File: config.mk
export PLATFORM = sky130hd
export DESIGN_NAME = fetch_stage
export DESIGN_NICKNAME = d
export VERILOG_FILES = /design/src/rtl/fetch_stage.sv
export SDC_FILE = /design/constraint.sdc
export NUM_CORES = 1
export LEC_CHECK = 0
export ABC_AREA = 1
export CAP_MARGIN = 10
export CELL_PAD_IN_SITES_DETAIL_PLACEMENT = 1
export CELL_PAD_IN_SITES_GLOBAL_PLACEMENT = 1
export CORE_MARGIN = 4
export CORE_UTILIZATION = 30
export CTS_BUF_LIST = sky130_fd_sc_hd__clkbuf_8 sky130_fd_sc_hd__clkbuf_16
export CTS_CLUSTER_SIZE = 24
export DETAILED_ROUTE_END_ITERATION = 8
export GPL_TIMING_DRIVEN = 1
export PLACE_DENSITY_LB_ADDON = 0.12
export SYNTH_ARGS = -nofsm -noshare
export SYNTH_HDL_FRONTEND = slang
export SYNTH_SLANG_ARGS = --single-unit
File: constraint.sdc
create_clock -name clk -period 3.7 [get_ports clk]
set_clock_uncertainty 0.05 [all_clocks]
set_input_delay 0.37 -clock clk [delete_from_list [all_inputs] [get_ports clk]]
set_output_delay 0.37 -clock clk [all_outputs]
set_load 0.03 [all_outputs]
File: src/rtl/fetch_stage.sv
// Instruction fetch stage: owns the PC, drives the instruction-memory address and
// loads the IF/ID pipeline register with stall, flush, redirect, halt and fault handling.
module fetch_stage #(
  parameter int unsigned PC_WIDTH    = 16,
  parameter int unsigned INSTR_WIDTH = 16,
  parameter int unsigned MEM_DEPTH   = 256,
  parameter int unsigned RESET_PC    = 0,
  parameter int unsigned HALT_PC     = 50
) (
  input  logic                   clk,
  input  logic                   rst,
  output logic [PC_WIDTH-1:0]    imem_addr,
  input  logic [INSTR_WIDTH-1:0] imem_rdata,
  input  logic                   stall,
  input  logic                   flush,
  input  logic                   redirect_valid,
  input  logic [PC_WIDTH-1:0]    redirect_pc,
  output logic [PC_WIDTH-1:0]    PC_next,
  output logic [PC_WIDTH-1:0]    ifid_pc,
  output logic [INSTR_WIDTH-1:0] ifid_instr,
  output logic                   ifid_valid,
  output logic                   halted,
  output logic                   addr_fault,
  output logic [31:0]            fetch_count
);

  localparam int unsigned CNT_WIDTH = 32;

  logic [PC_WIDTH-1:0]    pc_q, pc_d;
  logic [PC_WIDTH-1:0]    ifid_pc_q, ifid_pc_d;
  logic [INSTR_WIDTH-1:0] ifid_instr_q, ifid_instr_d;
  logic                   ifid_valid_q, ifid_valid_d;
  logic                   fault_q, fault_d;
  logic [CNT_WIDTH-1:0]   count_q, count_d;
  logic                   halt_c;
  logic                   oob_c;

  assign halt_c = (pc_q == PC_WIDTH'(HALT_PC));
  assign oob_c  = (32'(pc_q) >= MEM_DEPTH);

  // Next PC and IF/ID load decisions; reset is applied in the register process.
  always_comb begin
    pc_d         = pc_q;
    ifid_pc_d    = ifid_pc_q;
    ifid_instr_d = ifid_instr_q;
    ifid_valid_d = ifid_valid_q;
    fault_d      = fault_q;
    count_d      = count_q;

    if (redirect_valid) begin
      pc_d = redirect_pc;
    end else if (!(halt_c || stall)) begin
      pc_d = pc_q + PC_WIDTH'(1);
    end

    if (redirect_valid || flush) begin
      ifid_valid_d = 1'b0;
      ifid_instr_d = '0;
    end else if (stall) begin
      ifid_valid_d = ifid_valid_q;
    end else if (halt_c) begin
      ifid_valid_d = 1'b0;
    end else if (oob_c) begin
      // Out-of-range fetch becomes a bubble and latches the fault.
      ifid_valid_d = 1'b0;
      fault_d      = 1'b1;
    end else begin
      ifid_pc_d    = pc_q;
      ifid_instr_d = imem_rdata;
      ifid_valid_d = 1'b1;
      if (count_q != '1) begin
        count_d = count_q + CNT_WIDTH'(1);
      end
    end
  end

  always_ff @(posedge clk) begin
    if (rst) begin
      pc_q         <= PC_WIDTH'(RESET_PC);
      ifid_pc_q    <= '0;
      ifid_instr_q <= '0;
      ifid_valid_q <= 1'b0;
      fault_q      <= 1'b0;
      count_q      <= '0;
    end else begin
      pc_q         <= pc_d;
      ifid_pc_q    <= ifid_pc_d;
      ifid_instr_q <= ifid_instr_d;
      ifid_valid_q <= ifid_valid_d;
      fault_q      <= fault_d;
      count_q      <= count_d;
    end
  end

  assign imem_addr   = pc_q;
  assign PC_next     = rst ? PC_WIDTH'(RESET_PC) : pc_d;
  assign halted      = halt_c;
  assign ifid_pc     = ifid_pc_q;
  assign ifid_instr  = ifid_instr_q;
  assign ifid_valid  = ifid_valid_q;
  assign addr_fault  = fault_q;
  assign fetch_count = count_q;

endmodule

==> summary.md, run 1 <==
| Metric | Value |
|---|---|
| Pleak | `0.002270 uW` |
| Maximum VDD drop | `210.3 uV` |
| Syn Nets | `753` |
| Final WL | `16380 microns` |
| Antenna-violating nets left | `0` |
| Max frequency | `296.2 MHz` |
| Worst-skew pair later-pin latency | `360 ps` |
| Final setup viols | `0` |
| Sequential share of the synthesized area | `0.3607` |
| Slew Viols, Final | `0` |
| DRT Pass-1 Iters | `4` |
| Cell Rows | `44` |
| Crit path cell chain | `inv_1 -> ha_1 -> nand2_1 -> nor2_1 -> nand2_1 -> nand2_2 -> inv_2 -> nand2_1 -> nand3_1 -> nand2_1 -> inv_1 -> clkdlybuf4s50_1` |
| Main area contributors after synthesis | `dfxtp_1 36%, nand2_1 23%, nor2_1 8.5%` |
| Total chip power | `2145 uW` |
| Seq cells post-synth | `82` |
| Worst slew margin | `0.5486` |
| Core Footprint | `0.01470 sq mm` |
| Post-DP Area | `0.005958 sq mm` |
| Synth area leader | `dfxtp_1` |
| Multi-input gate area | `0.002609 sq mm` |
| Yosys warns | `0` |
| CTS Buf Count | `9` |
| Starting DRC count in detailed routing | `216` |
| Register area | `0.001642 sq mm` |
| Die width | `131.2 microns` |
| CTS sink cnt | `82` |
| CTS tree | `done` |
| WL/cell | `15.99 microns` |
| Max-Cap Viols | `0` |
| Total Nets Final | `876` |
| Area delta synth->final | `37.67%` |
| Pwr dens | `342.4 mW/mm^2` |
| Initial core utilization | `0.3096` |
| Largest net degree at the start of global routing | `40` |
| Setup Crit Path Kind | `register to primary output` |
| Data arrival, critical path | `2960 ps` |
| Worst-Margin Slew | `676.4 ps` |
| Via density per instance | `4.908` |
| First-pass GRT wire length | `26760 microns` |
| Unrepaired setup endpoints after global routing | `false` |
| Final Hold Fails | `0` |
| CP dominant cell by count | `nand2_1` |
| Port Buffers | `135` |
| Slowest Stage Delay on Critical Path | `660 ps` |
| Crit-path slowest cell | `clkdlybuf4s50_1` |
| Initial antenna violation count | `1` |
| Vias in the first global route | `5326` |
| Outcome | `finished clean` |
| Detailed-route DRC error count | `0` |
| Min-delay worst type | `register to register` |
| Layout cell share with drive strength beyond 1 | `0.06429` |
| H-tree Lvls | `3` |
| Post-CTS Resized | `0` |
| Vias post-DR | `5026` |
| Worst setup SP type | `register` |
| Hold buffer count at CTS | `0` |
| Root buf cell | `clkbuf_16` |
| Clk slew on worst S/H paths | `80 ps` |
| Design area | `0.006265 sq mm` |
| Post-synthesis cell count | `712` |
| Tmin final | `3376 ps` |
| Longest Clk Path Bufs | `2` |
| GP Congestion | `0.8404` |
| Setup TNS Final | `0 ps` |
| Final period utilization | `0.9123` |
| # fillers | `1907` |
| Setup crit end kind | `primary output` |
| GRT overflow | `0` |
| Gr usage total | `0.1884` |
| Die area | `0.01720 sq mm` |
| Post-synthesis cell type count | `29` |
| N_diodes | `0` |
| I/O pin total | `136` |
| Crit Path Max Fanout | `19` |
| WP data required | `3280 ps` |
| Final worst setup slack | `324.3 ps` |
| Syn Area/Cell | `6.391 sq um` |
| Syn Std Cell Area | `0.004551 sq mm` |
| Die span in y | `131.2 microns` |
| Setup repair bufs after CTS | `0` |
| Synth top area share | `0.3607` |
| Hold slack | `395.5 ps` |
| Pre-CTS setup slack | `613.0 ps` |
| DPL Wire Length | `12330 microns` |
-- layout by cell type (no fill, tap or decap), types with 3 or more instances in the layout --
| cell | count |
|---|---|
| nand3_1 | 26 |
| nand4_1 | 4 |
| xor2_1 | 12 |
| nand3b_1 | 15 |
| o21ai_0 | 34 |
| o21ai_1 | 4 |
| buf_4 | 16 |
| inv_1 | 36 |
| xnor2_1 | 3 |
| clkbuf_16 | 9 |
| a21oi_1 | 66 |
| nand2_2 | 7 |
| ha_1 | 4 |
| nand2_1 | 273 |
| dfxtp_1 | 82 |
| nor2_1 | 103 |
| nor2_4 | 5 |
| clkdlybuf4s50_1 | 121 |
-- worst max-delay path: cells and delay by family (launching register included) --
| kind | cells | cell delay (ps) |
|---|---|---|
| flops | 1 | 410 |
| buf+inv | 4 | 1190 |
| simple gates | 7 | 730 |
| fa+ha+maj | 1 | 260 |
-- registers in the layout, indices dropped and copies added, names as in the netlist --
name and flops:
ifid_instr 16, addr_fault 1, ifid_pc 16, fetch_count 32, imem_addr 16, ifid_valid 1
-- power breakdown --
group	switching [uW]	internal, uW
combinational	170	110
clock	458	483
sequential	25.2	899
-- metrics by stage --
step,util,cells
3_5_place_dp,0.4053,1008
5_1_grt,0.4262,1024
4_1_cts,0.4262,1024
3_3_place_gp,0.4053,1008
6_report,0.4262,1024
2_1_floorplan,-,712
-- metal layers --
layer	global-route usage	part of all wire	wire length, microns	vias to the layer above
li1	-	-	-	2507
met2	0.3312	0.48	7895	109
met3	0.05352	0.059	961	21
met1	0.2233	0.44	7235	2387
met4	0.05776	0.017	272	2
met5	0	0.00079	13	-
-- worst paths after layout --
kind,start,end,slack [ps],cells after the start
worst min register to register,ifid_pc[10],ifid_pc[10],400,2
worst min-delay path,ifid_pc[10],ifid_pc[10],400,2
worst max-delay path,imem_addr[0],PC_next[1],320,12
worst max register to register,fetch_count[0],fetch_count[6],1140,8
-- Yosys cell counts --
cell / n
a21oi_1: 66
buf_2: 6
buf_4: 2
buf_6: 6
clkbuf_1: 11
clkinv_1: 1
dfxtp_1: 82
ha_1: 4
inv_1: 36
inv_2: 2
nand2_1: 273
nand2_2: 7
nand2_4: 1
nand3_1: 26
nand3_2: 1
nand3_4: 2
nand3b_1: 15
nand4_1: 4
nand4_2: 1
nor2_1: 103
nor2_2: 1
nor2_4: 5
nor2_8: 2
nor3_1: 1
o21a_1: 1
o21ai_0: 34
o21ai_1: 4
xnor2_1: 3
xor2_1: 12
-- cell type report --
class,instances,share of cell area
Tap cell,184,0.03675
Clock inverter,7,0.01298
Inverter,39,0.02337
Clock buffer,9,0.03595
Sequential cell,82,0.2620
Multi-Input combinational cell,566,0.4164
Timing Repair Buffer,137,0.2125
-- cells by family after synthesis --
group | Yosys count | synth area share
AO/OA/AOI/OAI | 105 | 0.1160
XOR/XNOR | 15 | 0.02887
adder cells (fa/ha/maj) | 4 | 0.01100
buffers and inverters | 64 | 0.06599
flip-flops | 82 | 0.3607
AND/OR/NAND/NOR | 442 | 0.4174
No activity file was read; power rests on OpenSTA's default activity.
==> inputs of run 2 (changes only) <==
Settings changed: REMOVE_ABC_BUFFERS set to 1.
==> run 2 against run 1 <==
Clock power increased by 3.0%. Wire length decreased by 2.1%. Sequential power about the same. Global-route usage increased by 0.076 points. Register-to-register slack about the same. First-iteration DRC count decreased by 13%. Critical endpoint is now PC_next[0]. Largest power group unchanged.
==> summary.md, run 2 (synthesis gave the netlist of run 1 again) <==
| Metric | Value |
|---|---|
| R2R Setup Slk | `1150 ps (about the same)` |
| Setup crit end kind | `primary output` |
| Max frequency | `328.1 MHz (+11%)` |
| Detailed-route DRC error count | `0 (unchanged)` |
| I/O pin total | `136 (unchanged)` |
| Setup repair bufs after CTS | `0 (unchanged)` |
| Worst-Margin Slew | `720.1 ps (+43.74 ps)` |
| Logic pwr share | `0.128 (-0.003)` |
| Pleak | `0.002280 uW (+0.45%)` |
| WL/cell | `15.65 microns (-2.2%)` |
| CTS sink cnt | `82 (unchanged)` |
| Sw frac | `0.2815 (-0.02324)` |
| Initial antenna violation count | `0 (-1)` |
| CTS Buf Count | `9 (unchanged)` |
| Internal power | `1562 uW (+4.7%)` |
| Core Footprint | `0.01470 sq mm (unchanged)` |
| Area delta synth->final | `37.94%` |
| WP data required | `3280 ps (about the same)` |
| Port Buffers | `135 (unchanged)` |
| Starting DRC count in detailed routing | `188 (-13%)` |
| Final WL | `16040 microns (-2.1%)` |
| Worst setup SP type | `register` |
| Unrepaired setup endpoints after global routing | `false` |
| Cell Rows | `44 (unchanged)` |
| DPL Wire Length | `12200 microns (-1.1%)` |
| Clk slew on worst S/H paths | `70 ps (about the same)` |
| CP Launch Point | `imem_addr[0]` |
| Most frequent cells in the layout | `273 x nand2_1, 121 x clkdlybuf4s50_1, 103 x nor2_1` |
| Sequential Power Share | `0.426 (-0.005)` |
| Gr usage total | `0.1891 (+0.0007600)` |
| Worst r2r dst | `fetch_count[14]` |
| N_diodes | `0 (unchanged)` |
| CTS tree | `done` |
| Min-delay worst type | `register to register` |
| Clock group share of total power | `0.446 (+0.007)` |
| Pwr dens | `346.3 mW/mm^2 (+1.1%)` |
| Reg2reg start | `fetch_count[0]` |
| Setup TNS Final | `0 ps (unchanged)` |
| Hold buffer count at CTS | `0 (unchanged)` |
| Initial core utilization | `0.3096 (unchanged)` |
| Data arrival, critical path | `2630 ps (-330 ps)` |
| CP endpoint | `PC_next[0]` |
| Worst-skew pair later-pin latency | `350 ps (about the same)` |
| Fin util | `0.4271 (+0.0008510)` |
| Tmin final | `3048 ps (-327.5 ps)` |
| Total Nets Final | `877 (+0.11%)` |
| # fillers | `1892 (-0.79%)` |
| Post-CTS Resized | `0 (unchanged)` |
| Commonest non-fill, non-tap cell in the layout | `nand2_1` |
| Worst slew margin | `0.5194 (-0.02919)` |
| Outcome | `finished clean` |
| Maximum VDD drop | `203.1 uV (-3.4%)` |
| Longest Clk Path Bufs | `2 (unchanged)` |
| H-tree Lvls | `3 (unchanged)` |
| Layout cell share with drive strength beyond 1 | `0.06540 (+0.001113)` |
| Die span in y | `131.2 microns (unchanged)` |
| Die width | `131.2 microns (unchanged)` |
| Largest net degree at the start of global routing | `40 (unchanged)` |
| Vias in the first global route | `5325 (-0.019%)` |
| Vias post-DR | `4986 (-0.80%)` |
| Die area | `0.01720 sq mm (unchanged)` |
| DRT Pass-1 Iters | `6 (+2)` |
| Antenna-violating nets left | `0 (unchanged)` |
| GRT overflow | `0 (unchanged)` |
| Final setup viols | `0 (unchanged)` |
| Setup Crit Path Kind | `register to primary output` |
| Crit Path Max Fanout | `19 (unchanged)` |
| Max-Cap Viols | `0 (unchanged)` |
| R2R cell count | `8 (unchanged)` |
| Slew Viols, Final | `0 (unchanged)` |
| GP Congestion | `0.8644 (+2.9%)` |
| Final period utilization | `0.8238 (-0.08853)` |
| Final Hold Fails | `0 (unchanged)` |
| Via density per instance | `4.864 (-0.89%)` |
| First-pass GRT wire length | `27150 microns (+1.5%)` |
| Psw | `611.8 uW (-6.4%)` |
| Largest register FFs | `32 (unchanged)` |
| Root buf cell | `clkbuf_16` |
==> run 2: cell count changes in the layout (fill, tap and decap cells not counted) <==
| cell | change |
|---|---|
| clkinv_2 | +1 |
| inv_8 | -1 |
| bufinv_16 | +1 |
| clkinv_8 | -2 |
| clkbuf_8 | +1 |
| buf_4 | +1 |
==> run 2: per-layer routing <==
metal | track usage | vias up | share of wire | routed length (microns)
li1 | - | 2498 | - | -
met1 | 0.2342 | 2382 | 0.45 | 7268
met2 | 0.3243 | 94 | 0.48 | 7661
met3 | 0.05543 | 12 | 0.059 | 945
met4 | 0.04726 | 0 | 0.010 | 164
met5 | 0 | - | 0 | 0
==> run 2: power groups by stage <==
stage	Sequential [uW]	Clock, uW	Combinational [uW]
2_1_floorplan	971	0	116
3_3_place_gp	946	0	277
3_5_place_dp	946	0	282
4_1_cts	926	997	283
5_1_grt	930	1040	304
6_report	926	969	278
==> run 2: per-stage QoR <==
step	total power, uW	instances	setup WS, ps	area [sq um]	hold WS [ps]
final	2174	1025	651.9	6277	393.5
after global routing	2273	1025	382.4	6277	412.4
after CTS	2206	1025	600.6	6277	394.5
after detailed placement	1228	1009	860.9	5966	386.3
after global placement	1223	1009	933.3	5966	378.0
after floorplan	1087	687	1206	4397	389.1
==> run 2: worst max-delay path: stages, from the launching register on <==
cell	delay (ps)
dfxtp_1	390
inv_1	120
ha_1	240
nand2_1	70
nor2_1	50
nand2_1	90
nand2_2	60
inv_2	260
nand2_1	100
nand3_1	80
nand2_1	60
inv_1	70
clkdlybuf4s50_1	670
==> run 2: cell type report <==
class,instances,area [sq um],area share
clock buffer,10,239.0,0.03807
clock inverter,6,72.57,0.01156
inverter,39,146.4,0.02332
multi-input combinational,566,2609,0.4156
sequential,82,1642,0.2615
tap,184,230.2,0.03668
timing repair buffer,138,1339,0.2133
==> run 2: worst min-delay path by stage <==
stage / start / to / slack, ps / cells after the start
5_1_grt: ifid_pc[12] / ifid_pc[12] / 410 / 2
3_3_place_gp: ifid_pc[11] / ifid_pc[11] / 380 / 2
2_1_floorplan: rst / fetch_count[10] / 390 / 1
6_report: ifid_pc[11] / ifid_pc[11] / 390 / 2
3_5_place_dp: ifid_pc[10] / ifid_pc[10] / 390 / 2
4_1_cts: ifid_pc[11] / ifid_pc[11] / 390 / 2
==> inputs of run 3 (changes only) <==
Clock period 3.7 ns to 3.1 ns, I/O delays scaled along.
==> run 3 against run 2 <==
Register-to-register slack lost 570 ps. Sequential power rose by 20%. Cell count rose by 0.29%. First-iteration DRC count increased by 1.6%. Worst setup slack worse by 320 ps. Non-clock buffer count rose by 3. Die area did not move. Total power grew 19%. Via count is essentially flat. Hold slack gained 3.3 ps. Highest routed layer unchanged.
==> summary.md, run 3 (synthesis gave the netlist of run 1 again) <==
| Metric | Value |
|---|---|
| Core Footprint | `0.01470 sq mm (unchanged)` |
| Worst-skew pair later-pin latency | `350 ps (about the same)` |
| Root buf cell | `clkbuf_16` |
| Layout cell share with drive strength beyond 1 | `0.06872 (+0.003322)` |
| Worst slew margin | `0.5691 (+0.04974)` |
| Pwr dens | `410.2 mW/mm^2 (+18%)` |
| Initial antenna violation count | `0 (unchanged)` |
| H-tree Lvls | `3 (unchanged)` |
| Maximum VDD drop | `251.4 uV (+24%)` |
| CTS Buf Count | `9 (unchanged)` |
| Port Buffers | `135 (unchanged)` |
| Detailed-route DRC error count | `0 (unchanged)` |
| Largest net degree at the start of global routing | `40 (unchanged)` |
| Area delta synth->final | `38.36%` |
| Die area | `0.01720 sq mm (unchanged)` |
| DRT Pass-1 Iters | `6 (unchanged)` |
| Commonest non-fill, non-tap cell in the layout | `nand2_1` |
| GP Congestion | `0.8653 (+0.10%)` |
| Starting DRC count in detailed routing | `191 (+1.6%)` |
| Clk slew on worst S/H paths | `70 ps (about the same)` |
| N_diodes | `0 (unchanged)` |
| Post-CTS Resized | `0 (unchanged)` |
| Final WL | `16120 microns (+0.50%)` |
| Setup TNS Final | `0 ps (unchanged)` |
| # fillers | `1886 (-0.32%)` |
| Min-delay worst type | `register to register` |
| Final setup viols | `0 (unchanged)` |
| Hold buffer count at CTS | `0 (unchanged)` |
| Met1 global-route usage | `0.2291 (-0.005120)` |
| Setup Crit Path Kind | `register to primary output` |
| Total chip power | `2583 uW (+19%)` |
| Unrepaired setup endpoints after global routing | `false` |
| Placed cell count | `1012 (+0.30%)` |
| Final period utilization | `0.8932` |
| Tmin final | `2769 ps` |
| Worst setup SP type | `register` |
| Crit Path Max Fanout | `5 (-14)` |
| Setup crit end kind | `primary output` |
| Final Hold Fails | `0 (unchanged)` |
| Multi-input gate area | `0.002609 sq mm (unchanged)` |
| Initial core utilization | `0.3096 (unchanged)` |
| Worst-Margin Slew | `644.5 ps (-75.63 ps)` |
| Data arrival, critical path | `2410 ps (-220 ps)` |
| Most frequent cells in the layout | `273 x nand2_1, 121 x clkdlybuf4s50_1, 103 x nor2_1` |
| Pleak | `0.002284 uW (+0.15%)` |
| DPL Wire Length | `12140 microns (-0.47%)` |
| Antenna-violating nets left | `0 (unchanged)` |
| Die span in y | `131.2 microns (unchanged)` |
| Max-Cap Viols | `0 (unchanged)` |
| I/O pin total | `136 (unchanged)` |
| Max frequency | `361.1 MHz` |
| Largest register FFs | `32 (unchanged)` |
| Setup repair bufs after CTS | `0 (unchanged)` |
| Vias post-DR | `4985 (-0.020%)` |
| First-pass GRT wire length | `27060 microns (-0.33%)` |
| CTS sink cnt | `82 (unchanged)` |
| Outcome | `finished clean` |
| Most Crowded Layer GR | `met2` |
| Met2 Resource Use GR | `0.3217 (-0.002592)` |
| WP data required | `2740 ps (-540 ps)` |
| Slew Viols, Final | `0 (unchanged)` |
| Final std cells w/o fill | `1028 (+0.29%)` |
| Via density per instance | `4.849 (-0.31%)` |
| Die width | `131.2 microns (unchanged)` |
| Longest Clk Path Bufs | `2 (unchanged)` |
| GRT overflow | `0 (unchanged)` |
| Total Nets Final | `880 (+0.34%)` |
| Cell Rows | `44 (unchanged)` |
| Gr usage total | `0.1900 (+0.0009014)` |
| Register area | `0.001642 sq mm (unchanged)` |
| GR Layer Usage met3 | `0.05696 (+0.001529)` |
| WL/cell | `15.68 microns (+0.21%)` |
| CTS tree | `done` |
| Vias in the first global route | `5321 (-0.075%)` |
-- run 3: cell count changes in the layout (fill, tap and decap cells not counted) --
cell,before,now
inv_6,2,3
clkbuf_8,1,0
clkinv_4,1,0
clkinvlp_4,0,2
buf_4,17,20
clkinv_2,1,0
-- run 3: routing by layer --
metal  vias to the layer above  wire length (microns)
li1                       2507                      -
met1                      2353                   7139
met2                       104                   7666
met3                        21                    994
met4                         0                    320
met5                         -                      0
-- run 3: per-stage QoR --
stage	util	instance area, sq um	setup WS (ps)	hold slack [ps]
final	0.4283	6296	331.0	396.8
after detailed placement	0.4074	5988	603.8	388.1
after global routing	0.4283	6296	151.0	420.0
after CTS	0.4283	6296	306.9	399.4
after global placement	0.4074	5988	645.7	377.0
after floorplan	-	4397	665.5	329.1
-- run 3: area by class of cell --
cell class / instances / area share
clock buffers: 9 / 0.03577
clock inverters: 7 / 0.01312
inverters: 39 / 0.02325
multi-input cells: 566 / 0.4143
flip-flops and latches: 82 / 0.2607
well taps: 184 / 0.03657
repair buffers: 141 / 0.2162
-- run 3: path summary, 6_finish.rpt --
path	slack, ps	to	cells past startpoint	from
setup / recovery	330	PC_next[0]	12	imem_addr[0]
hold / removal	400	ifid_pc[11]	2	ifid_pc[11]
setup reg to reg	580	fetch_count[7]	8	fetch_count[0]
hold reg to reg	400	ifid_pc[11]	2	ifid_pc[11]
-- run 3: worst max-delay path: stages (launching register included) --
cell             delay [ps]
dfxtp_1                 410
inv_1                   130
ha_1                    240
nand2_1                  70
nor2_1                   40
nand2_1                  90
nand2_2                  90
inv_2                    80
nand2_1                  50
nand3_1                  70
nand2_1                  50
inv_1                    70
clkdlybuf4s50_1         670
-- run 3: power breakdown --
part | leakage, uW | internal (uW) | switching (uW)
Sequential | 0.000665 | 1070 | 32.5
Clock | 0.000145 | 640 | 504
Combinational | 0.00147 | 134 | 200
Total | 0.00228 | 1850 | 737
